===== config.mk =====
export PLATFORM = sky130hd
export DESIGN_NAME = dmem_rmw_port
export DESIGN_NICKNAME = d
export VERILOG_FILES = /design/src/rtl/dmem_rmw_port_pkg.sv /design/src/rtl/dmem_lane_fmt.sv /design/src/rtl/dmem_rmw_port.sv
export SDC_FILE = /design/constraint.sdc
export NUM_CORES = 1
export LEC_CHECK = 0
export BUFFER_PORTS_ARGS = -buffer_cell sky130_fd_sc_hd__buf_2
export CORE_ASPECT_RATIO = 1.2
export CORE_UTILIZATION = 53
export CTS_CLUSTER_SIZE = 12
export DETAILED_ROUTE_END_ITERATION = 16
export PLACE_DENSITY = 0.92
export SLEW_MARGIN = 10
export SYNTH_ARGS = -nofsm -noshare
export SYNTH_HDL_FRONTEND = slang
export SYNTH_HIERARCHICAL = 1
export SYNTH_SLANG_ARGS = --single-unit

===== constraint.sdc =====
create_clock -name clk -period 4 [get_ports clk]
set_clock_uncertainty 0.15 [all_clocks]
set_input_delay 0.2 -clock clk [delete_from_list [all_inputs] [get_ports clk]]
set_output_delay 0.2 -clock clk [all_outputs]
set_load 0.01 [all_outputs]

===== src/rtl/dmem_rmw_port_pkg.sv =====
// Shared constants for the data-memory read-modify-write port:
// the data width, the access-type codes, the FSM states and type decode helpers.
package dmem_rmw_port_pkg;

    localparam int DATAWIDTH = 32;

    // Access-type codes. Any code with bit 1 set is treated as a word access.
    localparam logic [2:0] TYPE_BYTE_S = 3'b000;
    localparam logic [2:0] TYPE_HALF_S = 3'b001;
    localparam logic [2:0] TYPE_WORD   = 3'b010;
    localparam logic [2:0] TYPE_BYTE_U = 3'b100;
    localparam logic [2:0] TYPE_HALF_U = 3'b101;

    typedef enum logic [2:0] {
        ST_IDLE = 3'd0,
        ST_RD   = 3'd1,
        ST_CAP  = 3'd2,
        ST_WR   = 3'd3,
        ST_RESP = 3'd4
    } state_t;

    function automatic logic is_word(input logic [2:0] t);
        return t[1];
    endfunction

    function automatic logic is_half(input logic [2:0] t);
        return !t[1] && t[0];
    endfunction

    function automatic logic is_misaligned(input logic [2:0] t, input logic [1:0] lo);
        return (is_half(t) && lo[0]) || (is_word(t) && (lo != 2'b00));
    endfunction

endpackage


===== src/rtl/dmem_lane_fmt.sv =====
// Combinational lane logic: merges store data into the addressed lane of a
// RAM word and extracts/extends the addressed lane of a RAM word for loads.
module dmem_lane_fmt
    import dmem_rmw_port_pkg::*;
(
    input  logic [2:0]           i_type,
    input  logic [1:0]           i_lo,
    input  logic [DATAWIDTH-1:0] i_rdata,
    input  logic [DATAWIDTH-1:0] i_wdata,
    output logic [DATAWIDTH-1:0] o_merged,
    output logic [DATAWIDTH-1:0] o_load
);

    logic [7:0]  w_byte;
    logic [15:0] w_half;

    always_comb begin
        w_byte   = i_rdata[{i_lo, 3'b000} +: 8];
        w_half   = i_lo[1] ? i_rdata[31:16] : i_rdata[15:0];
        o_load   = i_rdata;
        o_merged = i_wdata;
        if (is_word(i_type)) begin
            o_load   = i_rdata;
            o_merged = i_wdata;
        end else if (is_half(i_type)) begin
            o_load   = i_type[2] ? {16'h0000, w_half} : {{16{w_half[15]}}, w_half};
            o_merged = i_rdata;
            if (i_lo[1]) begin
                o_merged[31:16] = i_wdata[15:0];
            end else begin
                o_merged[15:0] = i_wdata[15:0];
            end
        end else begin
            o_load   = i_type[2] ? {24'h000000, w_byte} : {{24{w_byte[7]}}, w_byte};
            o_merged = i_rdata;
            o_merged[{i_lo, 3'b000} +: 8] = i_wdata[7:0];
        end
    end

endmodule


===== src/rtl/dmem_rmw_port.sv =====
// CPU data-memory port onto a word RAM without byte enables; narrow stores are
// done as read-modify-write. Handshake: a request is taken on a rising edge where req_valid && req_ready.
module dmem_rmw_port
    import dmem_rmw_port_pkg::*;
#(
    parameter int ADDR_W = 10,
    parameter int DATA_W = DATAWIDTH
) (
    input  logic              clk,
    input  logic              rst,
    input  logic              req_valid,
    output logic              req_ready,
    input  logic              req_we,
    input  logic [2:0]        req_type,
    input  logic [31:0]       req_addr,
    input  logic [DATA_W-1:0] req_wdata,
    output logic              rsp_valid,
    output logic [DATA_W-1:0] rsp_rdata,
    output logic              rsp_err,
    output logic              ram_en,
    output logic              ram_we,
    output logic [ADDR_W-1:0] ram_addr,
    output logic [DATA_W-1:0] ram_wdata,
    input  logic [DATA_W-1:0] ram_rdata,
    output state_t            dbg_state
);

    state_t              r_state;
    logic                r_req_ready;
    logic                r_rsp_valid;
    logic                r_rsp_err;
    logic [DATA_W-1:0]   r_rsp_rdata;
    logic                r_ram_en;
    logic                r_ram_we;
    logic [DATA_W-1:0]   r_ram_wdata;
    logic [2:0]          r_type_q;
    logic                r_we_q;
    logic [ADDR_W+1:0]   r_addr_q;
    logic [DATA_W-1:0]   r_wdata_q;

    logic                w_accept;
    logic                w_misaligned;
    logic [DATA_W-1:0]   w_merged;
    logic [DATA_W-1:0]   w_load_ext;
    logic                w_unused_addr;

    assign w_accept      = req_valid && r_req_ready;
    assign w_misaligned  = is_misaligned(req_type, req_addr[1:0]);
    assign w_unused_addr = ^req_addr[31:ADDR_W+2];

    dmem_lane_fmt u_lane_fmt (
        .i_type   (r_type_q),
        .i_lo     (r_addr_q[1:0]),
        .i_rdata  (ram_rdata),
        .i_wdata  (r_wdata_q),
        .o_merged (w_merged),
        .o_load   (w_load_ext)
    );

    // Outputs are registered and updated together with the state they belong to.
    always_ff @(posedge clk or posedge rst) begin
        if (rst) begin
            r_state     <= ST_IDLE;
            r_req_ready <= 1'b1;
            r_rsp_valid <= 1'b0;
            r_rsp_err   <= 1'b0;
            r_rsp_rdata <= '0;
            r_ram_en    <= 1'b0;
            r_ram_we    <= 1'b0;
            r_ram_wdata <= '0;
            r_type_q    <= '0;
            r_we_q      <= 1'b0;
            r_addr_q    <= '0;
            r_wdata_q   <= '0;
        end else begin
            case (r_state)
                ST_IDLE: begin
                    if (w_accept) begin
                        r_type_q    <= req_type;
                        r_we_q      <= req_we;
                        r_addr_q    <= req_addr[ADDR_W+1:0];
                        r_wdata_q   <= req_wdata;
                        r_req_ready <= 1'b0;
                        r_rsp_rdata <= '0;
                        if (w_misaligned) begin
                            r_state     <= ST_RESP;
                            r_rsp_valid <= 1'b1;
                            r_rsp_err   <= 1'b1;
                        end else if (req_we && is_word(req_type)) begin
                            r_state     <= ST_WR;
                            r_ram_en    <= 1'b1;
                            r_ram_we    <= 1'b1;
                            r_ram_wdata <= req_wdata;
                        end else begin
                            r_state  <= ST_RD;
                            r_ram_en <= 1'b1;
                        end
                    end
                end
                ST_RD: begin
                    r_state  <= ST_CAP;
                    r_ram_en <= 1'b0;
                end
                // RAM read data is valid during CAP; it is consumed directly here.
                ST_CAP: begin
                    if (r_we_q) begin
                        r_state     <= ST_WR;
                        r_ram_en    <= 1'b1;
                        r_ram_we    <= 1'b1;
                        r_ram_wdata <= w_merged;
                    end else begin
                        r_state     <= ST_RESP;
                        r_rsp_valid <= 1'b1;
                        r_rsp_rdata <= w_load_ext;
                    end
                end
                ST_WR: begin
                    r_state     <= ST_RESP;
                    r_ram_en    <= 1'b0;
                    r_ram_we    <= 1'b0;
                    r_rsp_valid <= 1'b1;
                end
                ST_RESP: begin
                    r_state     <= ST_IDLE;
                    r_rsp_valid <= 1'b0;
                    r_rsp_err   <= 1'b0;
                    r_rsp_rdata <= '0;
                    r_req_ready <= 1'b1;
                end
                default: begin
                    r_state     <= ST_IDLE;
                    r_req_ready <= 1'b1;
                    r_ram_en    <= 1'b0;
                    r_ram_we    <= 1'b0;
                    r_rsp_valid <= 1'b0;
                end
            endcase
        end
    end

    assign req_ready = r_req_ready;
    assign rsp_valid = r_rsp_valid;
    assign rsp_err   = r_rsp_err;
    assign rsp_rdata = r_rsp_rdata;
    assign ram_en    = r_ram_en;
    assign ram_we    = r_ram_we;
    assign ram_addr  = r_addr_q[ADDR_W+1:2];
    assign ram_wdata = r_ram_wdata;
    assign dbg_state = r_state;

endmodule


# --- Word level (Yosys, flattened, before mapping) ---
# Cells that the tools add are included.
totals:
  word_cells: 92
  output_inout_bits: 82
  input_bits: 103
  register_bits: 120
op_classes:
  mux: 38
  n_eq_ne: 10
  addsub: 1
  bitwise_logic: 4
  reduce_logical: 24
  n_shift: 3
op_table:
  columns: ["operator", "n"]
  rows:
  - ["two-way mux 32 bit", 12]
  - ["one-hot mux 32 bit (3 select lines)", 1]
  - ["one-hot mux 32 bit (2 select lines)", 1]
  - ["two-way mux 16 bit", 3]
  - ["bitwise mux 32 bit", 1]
  - ["variable shift 8 x 7 -> 32 bit (first input constant)", 1]
  - ["variable part select 32 x 6 -> 8 bit", 1]
  - ["variable part select 8 x 7 -> 32 bit", 1]
  - ["!= test 2 bit (second input constant)", 6]
  - ["one-hot mux 3 bit (4 select lines)", 1]
  - ["two-way mux 1 bit", 10]
  - ["AND reduction 5 bit", 2]
  - ["two-way mux 3 bit", 3]
  - ["AND reduction 4 bit", 2]
  - ["negation 5 -> 7 bit", 1]
  - ["== test 3 x 2 -> 1 bit (second input constant)", 2]
  - ["logical AND 1 bit", 6]
  - ["one-hot mux 1 bit (3 select lines)", 2]
  - ["AND reduction 3 bit", 2]
  - ["nonzero test 2 bit", 3]
  - ["inverter 1 bit", 4]
  - ["one-hot mux 1 bit (2 select lines)", 2]
  - ["one-hot mux 1 bit (4 select lines)", 1]
  - ["AND reduction 2 bit", 2]
  - ["9 further kinds", 10]

# --- Logic depth before layout (Yosys ltp) ---
# Gate-level depths: netlist of the first run.
depth:
  ltp_word: 7
  ltp_mapped: 10

# --- By module ---
# Netlist of the first run, hierarchy kept.
by_module_without_submodules:
  columns: ["mod", "cells_per_inst", "area_per_inst_um2", "instances", "seq_area_each_um2"]
  rows:
  - ["dmem_rmw_port", 417, 5177.5, 1, 3004.1]
  - ["dmem_lane_fmt", 235, 1569.0, 1, 0.0]

# --- Worst setup path before layout of the first run ---
# Ideal clock, no wire load.
synth_path:
  kind: "reg-to-reg"
  from: "reg r_addr_q[1]"
  to: "reg r_ram_wdata[16], in the netlist ram_wdata[16]"
  required_time_ps: 3756
  slack_ps: 1297
  stages_incl_launch_ff: 11
  arrival_time_ps: 2459
  n_path_buf: 2
  synth_period_minus_slack_ps: 2703
  setup_time_ps: 94
  cell_sequence: "dfrtp_1 buf_2 buf_2 inv_1 ha_1 nand2_1 nor4_1 a221oi_1 a221oi_1 nor3b_1 a211oi_1"
synth_via:
  elab_chain_cells: 7
synth_rtl:
  columns: ["element", "line_no", "text"]
  rows:
  - ["start: declaration", "dmem_rmw_port.sv:38", "logic [ADDR_W+1:0] r_addr_q;"]
  - ["start signal: assignment", "dmem_rmw_port.sv:81", "r_addr_q <= req_addr[ADDR_W+1:0];"]
  - ["negation 5 -> 7 bit", "dmem_lane_fmt.sv:36", "o_merged[{i_lo, 3'b000} +: 8] = i_wdata[7:0];"]
  - ["variable part select 8 x 7 -> 32 bit / variable shift 8 x 7 -> 32 bit (equally long branches)", "dmem_lane_fmt.sv:36", null]
  - ["bitwise mux 32 bit", "dmem_lane_fmt.sv:36", null]
  - ["two-way mux 32 bit *", "dmem_lane_fmt.sv:25", "end else if (is_half(i_type)) begin"]
  - ["two-way mux 32 bit *", "dmem_lane_fmt.sv:22", "if (is_word(i_type)) begin"]
  - ["named net w_merged[16]", "dmem_rmw_port.sv:43", "logic [DATA_W-1:0] w_merged;"]
  - ["two-way mux 32 bit *", "dmem_rmw_port.sv:106", "if (r_we_q) begin"]
  - ["one-hot mux 32 bit (2 select lines) *", "dmem_rmw_port.sv:76", "case (r_state)"]
  - ["end signal: assignment", "dmem_rmw_port.sv:93", "r_ram_wdata <= req_wdata;"]
  - ["end signal: assignment", "dmem_rmw_port.sv:110", "r_ram_wdata <= w_merged;"]
  - ["end: declaration", "dmem_rmw_port.sv:35", "logic [DATA_W-1:0] r_ram_wdata;"]
# Mark *: on every way through the listed nets, which the timed path passes. The rest lies on a longest branch. The select of a mux whose other input is x is not followed.
# A chain may end at the register's enable or synchronous reset.

# --- Worst setup path in the final report of the first run ---
layout_path:
  from: "reg r_addr_q[0]"
  to: "reg r_ram_wdata[3], in the netlist ram_wdata[3]"
layout_via:
  elab_chain_cells: 7
layout_rtl:
  columns: ["element", "line_no"]
  rows:
  - ["negation 5 -> 7 bit *", "dmem_lane_fmt.sv:36"]
  - ["variable part select 8 x 7 -> 32 bit / variable shift 8 x 7 -> 32 bit (equally long branches)", "dmem_lane_fmt.sv:36"]
  - ["bitwise mux 32 bit *", "dmem_lane_fmt.sv:36"]
  - ["two-way mux 32 bit *", "dmem_lane_fmt.sv:25"]
  - ["two-way mux 32 bit *", "dmem_lane_fmt.sv:22"]
  - ["named net w_merged[3]", "dmem_rmw_port.sv:43"]
  - ["two-way mux 32 bit *", "dmem_rmw_port.sv:106"]
  - ["one-hot mux 32 bit (2 select lines) *", "dmem_rmw_port.sv:76"]
# Marks and branches as above.

==> flow_summary_export.csv, run 1 <==
group,metric,value,unit
outcome,outcome,"finished clean",
placement,routabilityCongestion,1.01,
layout,fillers,873,
clock_network,cts.sinks,120,
floorplanning,floorplan.initialDensity,0.550,
logic_synthesis,ys_warn_count,6,
worst_setup_path,reg2reg_from,"r_addr_q[0]",
global_route,grtUsageMet2,0.586,
logic_synthesis,synth-compound-area-share,0.229,
global_route,grt_max_degree,75,
clock_network,cts_buffer_depth,2,
logic_synthesis,synth_top_family_by_area,"compound AO/OA/AOI/OAI gates",
hold_path,hold_class,"primary input to flop",
clock_network,ctsResizeCount,0,
floorplanning,die-area,13200,sq um
logic_synthesis,synth_nets,760,
routing,dr.pass1.iters,5,
worst_setup_path,max_stage_delay,1.00,ns
worst_setup_path,critPathSlowestCell,"a211oi_1",
worst_setup_path,crit_fanout,10,
routing,finalWirelength,22200,um
routing,ant_nets,0,
routing,vias,6510,
worst_setup_path,crit_end,"ram_wdata[3]",
global_route,top_usage_layer,"met2",
floorplanning,die_w,105,um
routing,routedWlPerCell,21.9,um
clock_network,numCtsBuffers,17,
clock_network,cts_root_buffer,"clkbuf_16",
logic_synthesis,ys_top_cells_by_count,"dfrtp_1, nand2_1, mux2_1",
logic_synthesis,synthXorXnorAreaFrac,0,
placement,io_buffers,164,
logic_synthesis,yosysSeqAreaShare,0.445,
logic_synthesis,synth-edff-count,0,
routing,viasPerCell,6.43,
worst_setup_path,worstPathCellList,"inv_1, ha_1, a211oi_1, a22o_1, o22ai_1, a31oi_1",
logic_synthesis,synth_area_leaders,"dfrtp_1, mux2_1, mux2i_1",
timing,slew_violations,0,
logic_synthesis,synth_flop_cell,"dfrtp_1",
global_route,met1_usage,0.399,
worst_setup_path,crit_start,"r_addr_q[0]",
layout,nets,947,
layout,drive_above_1_share,0.262,
logic_synthesis,synth.distinct_cells,48,
clock_network,worstSkewPairLatency,0.42,ns
timing,rsz0062_at_grt,"false",
global_route,grt_pass1_vias,6555,
logic_synthesis,synthMuxAreaShare,0.139,
timing,fmax,0.345,GHz
logic_synthesis,syn_area,6750,sq um
logic_synthesis,synth-simple-area-share,0.113,
worst_setup_path,crit_type,"flop to flop",
timing,hold_violations,0,
timing,worstMarginPinSlew,1.18,ns
flow_run,cap_violations,0,
worst_setup_path,cp-start-kind,"flop",
worst_setup_path,ff2ff_path_depth,6,
timing,worst_slack,1.10,ns
logic_synthesis,synthCells,652,
layout,area_delta_synth_final,28.8,%
placement,place_ws,1.23,ns
timing,hold_slack,0.0510,ns
logic_synthesis,syn_avg_cell_area,10.3,sq um
logic_synthesis,ys_seq_elements,120,
clock_network,clkTransAtPathRegs,0.06,ns
worst_setup_path,critPathCaptureType,"flop",
worst_setup_path,worst_ep_required_time,4.18,ns
floorplanning,num_rows,44,
global_route,grt_util_all_layers,0.343,
layout,insertedDiodeCount,0,
placement,placed_cells_incl_taps,931,
timing,fin_tns_setup,0,ns
logic_synthesis,yosys.area.top_type,"dfrtp_1",
placement,hpwl,14100,um
logic_synthesis,synthAdderAreaFrac,0.00927,
logic_synthesis,ys_async_sr_fraction,1.00,
clock_network,cts_tree,"yes",
routing,drc,0,
pwr,vdd_drop_max,533,uV
global_route,antenna_found_initial,0,
worst_setup_path,arrival,3.08,ns
worst_setup_path,reg2reg_slack,1.10,ns
pwr,leakage,4.17,nW
logic_synthesis,synth_most_common_cell,"dfrtp_1",
worst_setup_path,rr_endpoint,"ram_wdata[3]",
logic_synthesis,synth_top_area_frac,0.441,
routing,drt_iter0_markers,764,
global_route,grt_util_met3,0.0787,
layout,final-instance-count-excl-fill,1013,
pwr,p_total,7.03,mW
global_route,grt_pass1_wl,34800,um
clock_network,h-tree-depth,4,
timing,setup_viol,0,
global_route,gr-total-overflow,0,
floorplanning,core_area,12300,sq um
floorplanning,die_h,126,um
timing,period_minus_slack,2.90,ns
pwr,power.density,809,nW/um^2
timing,max_slew_margin,0.206,
floorplanning,num_io_pins,185,
timing,fin_crit_sh,0.724,
worst min-delay path by stage:
| stage | from | end | slack [ns] | cells past startpoint |
|---|---|---|---|---|
| floorplan | req_addr[0] | r_addr_q[0] | 0.18 | 1 |
| global placement | req_addr[8] | r_addr_q[8] | 0.26 | 2 |
| detailed placement | req_addr[7] | r_addr_q[7] | 0.27 | 2 |
| CTS | ram_rdata[10] | rsp_rdata[10] | 0.05 | 3 |
| global route | ram_rdata[10] | rsp_rdata[10] | 0.05 | 3 |
| finish | ram_rdata[14] | rsp_rdata[14] | 0.05 | 3 |
stage by stage:
step,util,cell area [sq um]
CTS,0.708,8690
floorplan,-,6750
finish,0.708,8690
global placement,0.618,7580
global route,0.708,8690
detailed placement,0.618,7580
what timing repair did:
action | 4_1_cts | 5_1_grt
setup buffers | 0 | 0
hold endpoints to repair | 144 | 0
hold buffers | 50 | 0
setup endpoints to repair | 0 | 0
cell usage in the layout (no fill, tap or decap), drive strengths merged, types with 5 or more instances in the layout:
cell         instances
buf                180
dfrtp              119
nand2               64
dlygate4sd3         50
mux2                48
a22o                41
a21oi               37
mux2i               37
a221oi              34
inv                 32
a211oi              29
nor2b               21
nor3b               21
clkbuf              20
nor2                17
o22ai               13
a31oi               12
a221o                9
a211o                7
o32ai                7
clkinvlp             6
nor3                 6
ha                   5
o21ai                5
layer usage:
layer  routed length (um)  up-vias
met5                    0        -
met4                 1060        0
met3                 1960      107
met2                11100      469
met1                 8050     3104
li1                     -     2830
worst max-delay path: cells and delay by family (launching register included):
kind                     cells  cell delay, ns
AO/OA/AOI/OAI                4            1.63
buffers and inverters        1            0.16
adder cells (fa/ha/maj)      1            0.31
flip-flops                   1            0.56
registers in the layout, summed over array words and instances (netlist names), 3 cells and up:
name       flops
rsp_rdata     32
ram_wdata     32
r_wdata_q     32
dbg_state      3
r_type_q       3
r_addr_q      12
area by class of cell:
type	instances	area [sq um]	share of cell area
inverter	32	123	0.0141
clock inverter	12	150	0.0173
multi-input combinational	438	3310	0.381
sequential	120	3000	0.346
timing repair buffer	230	1440	0.166
clock buffer	20	457	0.0526
tap	161	201	0.0232
logic make-up after synthesis:
logic type | after synthesis
buffers and inverters | 94
AND/OR/NAND/NOR | 144
flip-flops | 120
adder cells (fa/ha/maj) | 5
multiplexers | 86
AO/OA/AOI/OAI | 203
power breakdown:
group | switching (mW) | internal [mW] | total (mW)
clock | 0.566 | 1.01 | 1.57
combinational | 1.82 | 1.34 | 3.17
sequential | 0.530 | 1.76 | 2.29
No activity file was read; power rests on OpenSTA's default activity.
==> inputs of run 2 (changes only) <==
--- a/config.mk
+++ b/config.mk
@@ -5,12 +5,13 @@
 export SDC_FILE = /design/constraint.sdc
 export NUM_CORES = 1
 export LEC_CHECK = 0
+export ABC_AREA = 1
 export BUFFER_PORTS_ARGS = -buffer_cell sky130_fd_sc_hd__buf_2
 export CORE_ASPECT_RATIO = 1.2
-export CORE_UTILIZATION = 53
+export CORE_UTILIZATION = 49
 export CTS_CLUSTER_SIZE = 12
 export DETAILED_ROUTE_END_ITERATION = 16
-export PLACE_DENSITY = 0.92
+export PLACE_DENSITY = 0.89
 export SLEW_MARGIN = 10
 export SYNTH_ARGS = -nofsm -noshare
 export SYNTH_HDL_FRONTEND = slang
==> constraint.sdc (replaced) <==
create_clock -name clk -period 2.6 [get_ports clk]
set_clock_uncertainty 0.15 [all_clocks]
set_input_delay 0.13 -clock clk [delete_from_list [all_inputs] [get_ports clk]]
set_output_delay 0.13 -clock clk [all_outputs]
set_load 0.01 [all_outputs]
==> flow_summary_export.csv, run 2 <==
group,metric,value,unit
outcome,outcome,"finished, violations left",
outcome,violations,"design-rule violations",
floorplanning,die-area,15200,sq um
logic_synthesis,yosysSeqAreaShare,0.418,
global_route,grt_pass1_wl,39200,um
routing,ant_nets,0,
worst_setup_path,critPathSlowestCell,"inv_1",
floorplanning,die_w,113,um
global_route,grt_pass1_vias,8002,
routing,routedWlPerCell,16.7,um
logic_synthesis,synth-compound-area-share,0.0677,
timing,max_slew_margin,0.389,
pwr,seqPwrFrac,0.283,
worst_setup_path,max_stage_delay,0.49,ns
placement,io_buffers,164,
worst_setup_path,arrival,2.51,ns
timing,worstMarginPinSlew,0.915,ns
layout,area_delta_synth_final,31.6,%
worst_setup_path,cp-start-kind,"flop",
clock_network,cts_tree,"yes",
timing,rsz0062_at_grt,"false",
logic_synthesis,ys_warn_count,6,
logic_synthesis,synth-edff-count,0,
worst_setup_path,reg2reg_slack,0.23,ns
clock_network,ctsResizeCount,0,
layout,fillers,1132,
logic_synthesis,synthCells,1088,
routing,dr.pass1.iters,12,
logic_synthesis,synth_top_area_frac,0.414,
routing,vias,8311,
logic_synthesis,ys_seq_elements,120,
layout,final_core_util,0.659,
worst_setup_path,reg2reg_from,"dbg_state[0]",
clock_network,post_cts_buffers,0,
clock_network,worstSkewPairLatency,0.43,ns
worst_setup_path,critPathCaptureType,"flop",
floorplanning,num_io_pins,185,
global_route,grt_util_all_layers,0.332,
timing,fmax,0.422,GHz
layout,nets,1418,
placement,place_area,8070,sq um
global_route,gr-total-overflow,0,
timing,fin_tns_setup,0,ns
logic_synthesis,syn_area,7190,sq um
worst_setup_path,crit_fanout,33,
logic_synthesis,synth_flop_cell,"dfrtp_1",
clock_network,clkTransAtPathRegs,0.06,ns
hold_path,min_from,"ram_rdata[3]",
logic_synthesis,ys_top_cells_by_count,"nand2_1, nand3_1, dfrtp_1",
worst_setup_path,critPathTopFamily,"buffers and inverters",
logic_synthesis,synthXorXnorAreaFrac,0,
logic_synthesis,synthMuxAreaShare,0,
floorplanning,num_rows,48,
pwr,vdd_drop_max,673,uV
timing,hold_violations,0,
flow_run,cap_violations,0,
logic_synthesis,synth_top_family_by_area,"simple AND/OR/NAND/NOR gates",
layout,final_common_cell,"nand2_1",
worst_setup_path,crit_start,"dbg_state[0]",
pwr,p_int,6.17,mW
pwr,leakage,5.54,nW
pwr,sw_frac_of_total,0.480,
logic_synthesis,synth-simple-area-share,0.428,
logic_synthesis,yosys.area.top_type,"dfrtp_1",
pwr,p_total,11.9,mW
timing,fin_crit_sh,0.911,
logic_synthesis,synth_area_leaders,"dfrtp_1, nand2_1, nand3_1",
timing,setup_viol,0,
logic_synthesis,synth_nets,1196,
logic_synthesis,ys_async_sr_fraction,1.00,
layout,drive_above_1_share,0.190,
logic_synthesis,syn_avg_cell_area,6.61,sq um
worst_setup_path,worst-path-buf-inv,3,
pwr,p_clk_frac,0.194,
placement,hpwl,15800,um
floorplanning,die_h,135,um
timing,period_minus_slack,2.37,ns
worst_setup_path,crit_type,"flop to flop",
pwr,power.density,1250,nW/um^2
worst_setup_path,worstPathCellList,"inv_2, nand3_2, nor2_4, buf_4, inv_1, nand3_1, nand2_1",
routing,drt_iter0_markers,866,
floorplanning,floorplan.initialDensity,0.501,
routing,drc,2,
floorplanning,core_area,14400,sq um
pwr,power.net_switching,5.69,mW
clock_network,cts_root_buffer,"clkbuf_16",
clock_network,h-tree-depth,4,
hold_path,hold_class,"primary input to flop",
pwr,comb_power_share,0.523,
placement,routabilityCongestion,0.955,
layout,layout_common_cells,"nand2_1, buf_2, nand3_1",
global_route,antenna_found_initial,3,
clock_network,numCtsBuffers,17,
timing,slew_violations,0,
clock_network,cts_buffer_depth,2,
worst_setup_path,worst_ep_required_time,2.74,ns
layout,final_area,9470,sq um
logic_synthesis,synth_most_common_cell,"nand2_1",
clock_network,cts.sinks,120,
routing,finalWirelength,25200,um
logic_synthesis,synthAdderAreaFrac,0.00870,
logic_synthesis,synth.distinct_cells,29,
routing,viasPerCell,5.53,
global_route,grt_max_degree,121,
-- run 2: path summary, 6_finish.rpt --
path                                 endpoint  depth (start not counted)
max in group asynchronous       rsp_rdata[15]                          4
worst max register to register   rsp_rdata[7]                          7
worst min-delay path             rsp_rdata[3]                          5
worst max-delay path             rsp_rdata[7]                          7
min in group asynchronous       ram_wdata[17]                          4
worst min register to register         ram_we                          2
-- run 2: cell families (layout without fill, tap and decap cells) --
family / after synthesis / in the layout
AOI/OAI and AO/OA: 91 / 91
adders and majority gates: 5 / 5
buffers and inverters: 117 / 351
DFF: 120 / 120
other: 0 / 4
and+or+nand+nor: 755 / 756
-- run 2: timing repair --
| action | in CTS | in global routing |
|---|---|---|
| hold endpoints to repair | 229 | 0 |
| hold buffers | 80 | 0 |
| setup endpoints to repair | 0 | 33 |
-- run 2: area by class of cell --
| cell class | count | area [sq um] | area share |
|---|---|---|---|
| inverters | 49 | 190 | 0.0201 |
| clock inverters | 11 | 125 | 0.0132 |
| multi-input cells | 852 | 3640 | 0.384 |
| clock buffers | 21 | 450 | 0.0476 |
| repair buffers | 270 | 1830 | 0.193 |
| flip-flops and latches | 120 | 3000 | 0.317 |
| well taps | 175 | 219 | 0.0231 |
| diodes | 4 | 10.0 | 0.00106 |
-- run 2: stage by stage --
stage,setup WS [ns],hold slack (ns),instances
2_1_floorplan,0.413,0.125,1088
3_3_place_gp,0.187,0.204,1385
3_5_place_dp,0.0898,0.214,1385
4_1_cts,0.0658,0.000849,1497
5_1_grt,0.0742,0.0343,1501
6_report,0.232,0.0273,1502
-- run 2: worst reg2reg max path, stage by stage, from the launching register on --
cell and delay [ns]:
dfrtp_1 0.47, inv_2 0.09, nand3_2 0.10, nor2_4 0.21, buf_4 0.35, inv_1 0.50, nand3_1 0.26, nand2_1 0.10
-- run 2: metal layers --
metal,track usage,wire length [um],vias up
met2,0.555,12200,483
met1,0.397,9600,3841
met5,0,0,-
li1,-,-,3871
met4,0.202,1390,0
met3,0.0619,2010,116
-- run 2: power groups by stage --
stage                     Combinational, mW  Clock, mW  Sequential (mW)
after floorplan                        4.00          0             3.46
after global placement                 5.64          0             3.33
after detailed placement               5.79          0             3.33
after CTS                              5.94       2.31             3.32
after global routing                   6.84       2.40             3.43
final                                  6.20       2.31             3.36
==> inputs of run 3 (changes only) <==
==> constraint.sdc (replaced) <==
create_clock -name clk -period 2 [get_ports clk]
set_clock_uncertainty 0.15 [all_clocks]
set_input_delay 0.1 -clock clk [delete_from_list [all_inputs] [get_ports clk]]
set_output_delay 0.1 -clock clk [all_outputs]
set_load 0.01 [all_outputs]
==> flow_summary_export.csv, run 3 (synthesis results as in run 2) <==
group,metric,value,unit
placement,hpwl,16200,um
worst_setup_path,cp-start-kind,"flop",
timing,worst_slack,-0.0382,ns
worst_setup_path,worstPathCellList,"inv_2, ha_4, inv_4, buf_6, nor3_4, buf_6, nand2_2, nand2_1, nand2_1, nand2_1, nand2_1, nand2_1, nand3_1, nand2_1",
worst_setup_path,critPathSlowestCell,"dfrtp_1",
clock_network,cts.sinks,120,
routing,ant_nets,0,
routing,viasPerCell,5.64,
routing,finalWirelength,26700,um
timing,hold_violations,0,
global_route,grt_pass1_wl,41200,um
pwr,leakage,5.76,nW
floorplanning,num_io_pins,185,
worst_setup_path,worst-path-buf-inv,4,
floorplanning,die_w,113,um
pwr,vdd_drop_max,900,uV
pwr,power.net_switching,7.96,mW
routing,dr.pass1.iters,8,
layout,insertedDiodeCount,0,
outcome,outcome,"finished, violations left",
timing,max_slew_margin,0.548,
clock_network,clkTransAtPathRegs,0.06,ns
timing,period_minus_slack,2.04,ns
floorplanning,die_h,135,um
worst_setup_path,arrival,2.24,ns
routing,drt_iter0_markers,909,
timing,hold_slack,0.0505,ns
worst_setup_path,critPathCaptureType,"flop",
clock_network,worstSkewPairLatency,0.42,ns
layout,final_common_cell,"nand2_1",
timing,setup_viol,4,
timing,worstMarginPinSlew,0.678,ns
pwr,p_clk_frac,0.183,
routing,drc,0,
routing,routedWlPerCell,17.5,um
routing,vias,8587,
flow_run,cap_violations,0,
outcome,violations,"negative setup slack",
layout,nets,1443,
hold_path,hold_class,"primary input to flop",
worst_setup_path,cp_common_cell,"nand2_1",
clock_network,cts_root_buffer,"clkbuf_16",
layout,drive_above_1_share,0.234,
pwr,p_total,16.7,mW
pwr,p_int,8.75,mW
global_route,grt_util_all_layers,0.350,
global_route,grt_pass1_vias,8227,
clock_network,cts_tree,"yes",
placement,routabilityCongestion,0.919,
floorplanning,num_rows,48,
global_route,gr-total-overflow,0,
timing,fmax,0.491,GHz
layout,layout_common_cells,"nand2_1, buf_2, nand3_1",
clock_network,numCtsBuffers,17,
global_route,grt_max_degree,121,
clock_network,cts_buffer_depth,2,
worst_setup_path,critPathTopFamily,"simple AND/OR/NAND/NOR gates",
floorplanning,core_area,14400,sq um
placement,io_buffers,164,
timing,rsz0062_at_grt,"true",
placement,place_ws,-0.0734,ns
timing,fin_crit_sh,1.02,
pwr,power.density,1680,nW/um^2
pwr,seqPwrFrac,0.263,
floorplanning,floorplan.initialDensity,0.501,
pwr,comb_power_share,0.553,
layout,area_delta_synth_final,38.5,%
worst_setup_path,crit_type,"flop to flop",
worst_setup_path,worst_ep_required_time,2.21,ns
timing,slew_violations,0,
worst_setup_path,max_stage_delay,0.40,ns
clock_network,h-tree-depth,4,
pwr,sw_frac_of_total,0.477,
floorplanning,die-area,15200,sq um
worst_setup_path,crit_fanout,4,
global_route,antenna_found_initial,0,
run 3: changes by cell type in the layout (fill, tap and decap cells not counted), moves of 4 or more:
cell | previous run | this run
a21oi_2 | 1 | 7
o21ai_0 | 23 | 18
buf_12 | 1 | 6
a21oi_1 | 48 | 41
buf_6 | 0 | 11
ha_1 | 5 | 1
nand2_1 | 586 | 572
buf_4 | 25 | 32
ha_4 | 0 | 4
diode_2 | 4 | 0
nor2_4 | 4 | 9
nand2_2 | 3 | 15
run 3: path summary, 6_finish.rpt:
kind	start	endpoint	slack (ns)	cells after the start
max	r_addr_q[0]	ram_wdata[14]	-0.04	14
min	req_valid	dbg_state[2]	0.05	5
max reg2reg	r_addr_q[0]	ram_wdata[14]	-0.04	14
min reg2reg	ram_wdata[2]	ram_wdata[2]	0.32	2
max in group asynchronous	rst	r_wdata_q[21]	0.91	4
min in group asynchronous	rst	ram_wdata[17]	0.24	4
run 3: power by group through the flow:
stage               combinational, mW  clock (mW)  sequential (mW)
global route                     10.1        3.18             4.50
detailed placement               8.06           0             4.34
global placement                 7.90           0             4.33
CTS                              8.38        3.06             4.33
floorplan                        5.27           0             4.49
finish                           9.25        3.06             4.40
run 3: routing by layer:
metal	wire, um	up-vias	share of wire	global-route usage
li1	-	3909	-	-
met1	10000	3964	0.38	0.423
met2	12800	597	0.48	0.578
met3	2410	117	0.090	0.0619
met4	1410	0	0.053	0.223
met5	0	-	0	0
run 3: metrics by stage:
| stage | area (sq um) | instances | utilization | setup TNS (ns) |
|---|---|---|---|---|
| 6_report | 9970 | 1523 | 0.694 | -0.0711 |
| 5_1_grt | 9970 | 1523 | 0.694 | -1.48 |
| 4_1_cts | 9720 | 1518 | 0.677 | -0.00237 |
| 3_5_place_dp | 8270 | 1401 | 0.576 | -1.81 |
| 3_3_place_gp | 8270 | 1401 | 0.576 | -0.606 |
| 2_1_floorplan | 7220 | 1088 | - | -0.382 |
run 3: repair_timing:
action	in CTS	in global routing
hold endpoints to repair	231	0
gates resized for setup	5	61
setup endpoints to repair	33	74
cloned	1	1
hold buffers	81	0
buffers inserted	3	4
pin swaps	5	41
run 3: tightest hold or removal path, cell delays in order:
cell and delay (ns):
buf_2 0.08, nand2_1 0.10, nand3_2 0.17, nand2_1 0.09, inv_1 0.05
run 3: final cells by class:
cell class              instances  area [sq um]
multi-input cells             852          3830
clock buffers                  20           457
inverters                      49           201
fillers                      1094          4390
repair inverters                1          7.51
clock inverters                12           126
repair buffers                294          2120
flip-flops and latches        120          3000
well taps                     175           219
